### src/rtl/serial_rx32_if.sv
// Parallel-side bundle of the serial word receiver: sample controls, serial input,
// and the word/handshake/status outputs.
interface serial_rx32_if #(
   parameter int WIDTH = 32
);
   logic             enb;
   logic             dir;
   logic             sIn;
   logic             ack;
   logic [WIDTH-1:0] Q;
   logic             valid;
   logic             busy;
   logic             ovr;
   logic             perr;

   modport master (output enb, dir, sIn, ack, input Q, valid, busy, ovr, perr);
   modport slave  (input enb, dir, sIn, ack, output Q, valid, busy, ovr, perr);
endinterface

### src/rtl/serial_rx32.sv
// Serial-to-parallel word receiver: start bit + WIDTH data bits, valid/ack handshake, sticky overrun.
// Optional trailing even-parity bit when SERIAL_RX32_PARITY_EN is defined.
//
// state   | meaning
// IDLE    | waiting for an enabled edge with sIn at the start level
// RECV    | collecting WIDTH data bits in the order latched at the start bit
// PAR     | sampling the parity bit (only with SERIAL_RX32_PARITY_EN)
module serial_rx32 #(
   parameter int   WIDTH     = 32,
   parameter logic START_LVL = 1'b1
) (
   input  logic          clk,
   input  logic          reset_L,
   serial_rx32_if.slave  rx
);
   localparam int CW = $clog2(WIDTH);

   typedef enum logic [1:0] {
      ST_IDLE = 2'd0,
`ifdef SERIAL_RX32_PARITY_EN
      ST_PAR  = 2'd2,
`endif
      ST_RECV = 2'd1
   } state_t;

   state_t           state_q, state_d;
   logic [CW-1:0]    cnt_q, cnt_d;
   logic [WIDTH-1:0] shreg_q, shreg_d;
   logic             dir_q, dir_d;
   logic [WIDTH-1:0] q_q, q_d;
   logic             valid_q, valid_d;
   logic             busy_q, busy_d;
   logic             ovr_q, ovr_d;
   logic             done;
   logic [WIDTH-1:0] shifted;
`ifdef SERIAL_RX32_PARITY_EN
   logic             perr_q, perr_d;
`endif

   assign shifted = dir_q ? {shreg_q[WIDTH-2:0], rx.sIn} : {rx.sIn, shreg_q[WIDTH-1:1]};

   always_comb begin
      state_d = state_q;
      cnt_d   = cnt_q;
      shreg_d = shreg_q;
      dir_d   = dir_q;
      q_d     = q_q;
      valid_d = valid_q;
      ovr_d   = ovr_q;
      done    = 1'b0;
`ifdef SERIAL_RX32_PARITY_EN
      perr_d  = perr_q;
`endif
      if (rx.enb) begin
         case (state_q)
            ST_IDLE: begin
               if (rx.sIn == START_LVL) begin
                  state_d = ST_RECV;
                  cnt_d   = '0;
                  dir_d   = rx.dir;
               end
            end
            ST_RECV: begin
               shreg_d = shifted;
               cnt_d   = cnt_q + CW'(1);
               if (cnt_q == CW'(WIDTH - 1)) begin
`ifdef SERIAL_RX32_PARITY_EN
                  state_d = ST_PAR;
`else
                  state_d = ST_IDLE;
                  q_d     = shifted;
                  done    = 1'b1;
`endif
               end
            end
`ifdef SERIAL_RX32_PARITY_EN
            ST_PAR: begin
               state_d = ST_IDLE;
               q_d     = shreg_q;
               perr_d  = (^shreg_q) ^ rx.sIn;
               done    = 1'b1;
            end
`endif
            default: state_d = ST_IDLE;
         endcase
      end

      // Handshake runs on every edge, independent of the sample enable.
      if (done) begin
         valid_d = 1'b1;
         if (valid_q && !rx.ack) ovr_d = 1'b1;
         else if (rx.ack)        ovr_d = 1'b0;
      end else if (rx.ack) begin
         valid_d = 1'b0;
         ovr_d   = 1'b0;
      end

      busy_d = (state_d != ST_IDLE);
   end

   always_ff @(posedge clk) begin
      if (!reset_L) begin
         state_q <= ST_IDLE;
         cnt_q   <= '0;
         shreg_q <= '0;
         dir_q   <= 1'b0;
         q_q     <= '0;
         valid_q <= 1'b0;
         busy_q  <= 1'b0;
         ovr_q   <= 1'b0;
`ifdef SERIAL_RX32_PARITY_EN
         perr_q  <= 1'b0;
`endif
      end else begin
         state_q <= state_d;
         cnt_q   <= cnt_d;
         shreg_q <= shreg_d;
         dir_q   <= dir_d;
         q_q     <= q_d;
         valid_q <= valid_d;
         busy_q  <= busy_d;
         ovr_q   <= ovr_d;
`ifdef SERIAL_RX32_PARITY_EN
         perr_q  <= perr_d;
`endif
      end
   end

   assign rx.Q     = q_q;
   assign rx.valid = valid_q;
   assign rx.busy  = busy_q;
   assign rx.ovr   = ovr_q;
`ifdef SERIAL_RX32_PARITY_EN
   assign rx.perr  = perr_q;
`else
   assign rx.perr  = 1'b0;
`endif
endmodule

### src/flat_wrapper.sv
// flat-port wrapper written by rule: the top's interface ports become plain ports
module serial_rx32_flat 
#(
   parameter int   WIDTH     = 32,
   parameter logic START_LVL = 1'b1
)
  (clk, reset_L, rx_enb, rx_dir, rx_sIn, rx_ack, rx_Q, rx_valid, rx_busy, rx_ovr, rx_perr);
  serial_rx32_if #(.WIDTH(WIDTH)) rx_i ();
  input  logic clk;
  input  logic reset_L;
  input wire logic [$bits(rx_i.enb)-1:0] rx_enb;
  input wire logic [$bits(rx_i.dir)-1:0] rx_dir;
  input wire logic [$bits(rx_i.sIn)-1:0] rx_sIn;
  input wire logic [$bits(rx_i.ack)-1:0] rx_ack;
  output wire logic [$bits(rx_i.Q)-1:0] rx_Q;
  output wire logic [$bits(rx_i.valid)-1:0] rx_valid;
  output wire logic [$bits(rx_i.busy)-1:0] rx_busy;
  output wire logic [$bits(rx_i.ovr)-1:0] rx_ovr;
  output wire logic [$bits(rx_i.perr)-1:0] rx_perr;
  assign rx_i.enb = rx_enb;
  assign rx_i.dir = rx_dir;
  assign rx_i.sIn = rx_sIn;
  assign rx_i.ack = rx_ack;
  assign rx_Q = rx_i.Q;
  assign rx_valid = rx_i.valid;
  assign rx_busy = rx_i.busy;
  assign rx_ovr = rx_i.ovr;
  assign rx_perr = rx_i.perr;
  serial_rx32 #(.WIDTH(WIDTH), .START_LVL(START_LVL)) u_core (.clk(clk), .reset_L(reset_L), .rx(rx_i));
endmodule
### config.mk
export PLATFORM = sky130hd
export DESIGN_NAME = serial_rx32_flat
export DESIGN_NICKNAME = d
export VERILOG_FILES = /design/src/rtl/serial_rx32_if.sv /design/src/rtl/serial_rx32.sv /design/src/flat_wrapper.sv
export SDC_FILE = /design/constraint.sdc
export NUM_CORES = 1
export LEC_CHECK = 0
export CORE_AREA = 2 2 79 81
export CTS_CLUSTER_SIZE = 12
export DETAILED_ROUTE_END_ITERATION = 10
export DIE_AREA = 0 0 81 83
export DONT_BUFFER_PORTS = 1
export PLACE_DENSITY = 0.65
export SKIP_CTS_REPAIR_TIMING = 1
export SYNTH_ARGS = -nofsm -noshare
export SYNTH_HDL_FRONTEND = slang
export SYNTH_SLANG_ARGS = --single-unit
### constraint.sdc
create_clock -name clk -period 1.85 [get_ports clk]
set_input_delay 0.185 -clock clk [delete_from_list [all_inputs] [get_ports clk]]
set_output_delay 0.185 -clock clk [all_outputs]
set_load 0.05 [all_outputs]
==> flow_summary_export.csv, run 1 <==
group,metric,value,unit
synthesis,yosysUniqueCellTypes,31,
floorplan,start_util,54.13,%
min_path,hold_path_class,"primary input to flip-flop",
sta,fin_skew,8.117,ps
final_layout,finish.instance_area,3503,um^2
route,vias,2174,
clock_network,numCtsBuffers,9,
synthesis,synth_edf_count,0,
setup_path,cp_data_arrival_time,2040,ps
setup_path,path_buf_inv,1,
setup_path,cp_cell_sequence,"ha_1 -> and3_1 -> ha_2 -> and4b_4 -> buf_12 -> a21oi_1 -> nor3b_1",
sta,setup_viol,0,
synthesis,synth_top_area_share,47.69,%
global_route,track_usage,17.83,%
floorplan,die_area,6723,um^2
sta,min_period,1777,ps
min_path,hold_start,"rx_dir",
setup_path,crit_family,"simple AND/OR/NAND/NOR gates",
floorplan,fp.dieH,83,um
setup_path,critical_path_class,"flip-flop to flip-flop",
sta,fin_crit_sh,96.07,%
global_route,antenna_found_initial,0,
clock_network,clk_pin_slew,70,ps
placement,gp_congestion,0.7573,
placement,pre_cts_ws,81.35,ps
synthesis,synth_common_cells,"75 x dfxtp_1, 65 x nand2_1, 64 x o211a_1",
power,vdd_drop_max,558.7,uV
setup_path,start_kind,"flip-flop",
global_route,grt_max_degree,74,
synthesis,synth_top_area_cell,"dfxtp_1",
route,dr.pass1.iters,4,
clock_network,clkSinkCount,75,
final_layout,area_growth,11.29,%
synthesis,ys_seq_elements,75,
power,power.density,874.9,nW/um^2
route,ant_nets,0,
synthesis,synth_warnings,0,
placement,hpwlAfterDp,3288,um
sta,slew_headroom,64.19,%
setup_path,cpPeakStageDelay,380,ps
clock_network,h-tree-depth,3,
global_route,grt_pass1_vias,2013,
final_layout,n_fill_cell,522,
synthesis,syn_nets,313,
final_layout,num_antenna_cells,0,
final_layout,drive_gt1_share,11.44,%
global_route,grt_pass1_wl,9287,um
clock_network,clk_latency,350,ps
clock_network,tritoncts,"built",
sta,worst_pin_slew,536.5,ps
outcome,status,"finished, final reports clean",
floorplan,io_pins,42,
route,drt-initial-drc-count,90,
placement,io_buffers,0,
setup_path,required,2110,ps
synthesis,yosysSeqAreaShare,47.69,%
synthesis,synth.cell_area,3148,um^2
synthesis,synth_ff_type,"dfxtp_1",
sta,maxSlewViolCount,0,
floorplan,placementRows,28,
setup_path,cp-startpoint,"u_core.cnt_q[0]",
setup_path,worstPathMaxFanout,7,
sta,fin_ws,72.69,ps
route,via_per_inst,5.706,
route,drc,0,
route,wl,5874,um
route,post_drt_wl_per_cell,15.42,um
sta,hold_violations,0,
synthesis,synthArstFlopShare,0,%
placement,placed_area,3159,um^2
sta,timing.fmax,562.6,MHz
clock_network,root_buffer,"clkbuf_8",
final_layout,nets,309,
power,power_leakage,0.001955,uW
synthesis,synth.most_common_cell,"dfxtp_1",
synthesis,syn-instance-count,305,
setup_path,crit_slowest_cell,"and4b_4",
floorplan,core-area,5816,um^2
global_route,overflow,0,
synthesis,syn_area_per_cell,10.32,um^2
synthesis,synthTopCellsByArea,"dfxtp_1 48%, o211a_1 20%, mux2i_1 10%",
setup_path,cp-end-kind,"flip-flop",
setup_path,timing.rr.start,"u_core.cnt_q[0]",
clock_network,cts.path.max_buffers,2,
floorplan,die_width,81,um
flow_run,drv_cap,0,
## power by group
| part | internal (uW) | total (uW) | switching [uW] |
|---|---|---|---|
| combinational | 85.7 | 192 | 107 |
| clock | 592 | 1180 | 586 |
| sequential | 1660 | 1690 | 39.0 |
| total | 2330 | 3070 | 732 |
## cells in the final DEF, fill, tap and decap left out, drive strengths merged
master	synthesis	final
dfxtp	75	75
nand2	65	65
o211a	64	64
mux2i	33	33
clkbuf	10	15
buf	19	8
nor2	5	5
a21oi	4	4
clkinv	0	4
o21ai	3	3
nor2b	3	3
dlygate4sd3	0	3
nor3b	2	2
nand4b	2	2
a21boi	2	2
o31ai	2	2
or4	2	2
nand2b	2	2
ha	2	2
and3	1	1
and3b	1	1
and4bb	1	1
and4b	1	1
o31a	1	1
o21a	1	1
nand3	1	1
inv	1	1
xnor2	1	1
conb	1	1
## cells by family (layout without fill, tap and decap cells)
logic type	after synthesis	after routing	synth area share, %
buf+inv	30	31	5.246
compound gates	77	77	22.93
flops	75	75	47.69
fa+ha+maj	2	2	0.7948
mux	33	33	10.49
other cells	1	1	0.1191
simple gates	86	86	12.44
xor+xnor	1	1	0.2783
## layer usage
layer  global-route usage [%]  up-vias  wire [um]
li1                         -     1092          -
met1                    22.69     1020       2843
met2                    26.00       48       2546
met3                    4.674       14        360
met4                    12.17        0        123
met5                        0        -          0
## sequential cells by signal, indices dropped and copies added (netlist names)
signal,count
u_core.state_q,2
u_core.dir_q,1
u_core.cnt_q,5
u_core.rx.busy,1
u_core.rx.valid,1
u_core.rx.ovr,1
u_core.rx.Q,32
u_core.shreg_q,32
## final cells by class
class	count	area [um^2]	area share, %
Tap cell	75	93.84	2.679
Multi-Input combinational cell	200	1489	42.50
Clock buffer	12	165.2	4.714
Inverter	1	3.754	0.1071
Clock inverter	4	23.77	0.6786
Sequential cell	75	1505	42.96
Timing Repair Buffer	14	222.7	6.357
## metrics by stage
stage / util (%) / setup TNS, ps / power (uW) / hold slack (ps) / instances
after floorplan: - / 0 / 1885 / 256.9 / 305
after global placement: 54.32 / 0 / 1889 / 258.5 / 356
after detailed placement: 54.32 / 0 / 1891 / 260.6 / 356
after CTS: 57.57 / 0 / 3079 / -118.2 / 372
after global routing: 60.24 / -26.65 / 3198 / 20.98 / 381
final: 60.24 / 0 / 3065 / 10.71 / 381
## worst register-to-register path, cell delays in order (launching register included)
cell	delay [ps]
dfxtp_2	340
ha_1	160
and3_1	170
ha_2	180
and4b_4	380
buf_12	160
a21oi_1	70
nor3b_1	230
## final timing paths
check / slack [ps] / depth (start not counted) / end
max: 70 / 7 / u_core.rx.ovr
min reg2reg: 500 / 2 / u_core.cnt_q[3]
min: 10 / 2 / u_core.dir_q
max reg2reg: 70 / 7 / u_core.rx.ovr
(Power assumes the default switching activity.)
==> run 2: changes to the inputs <==
CTS_CLUSTER_SIZE = 8   (was 12)
==> results of run 2 <==
Same layout as run 1: the final DEF is identical, and so are final timing and power.
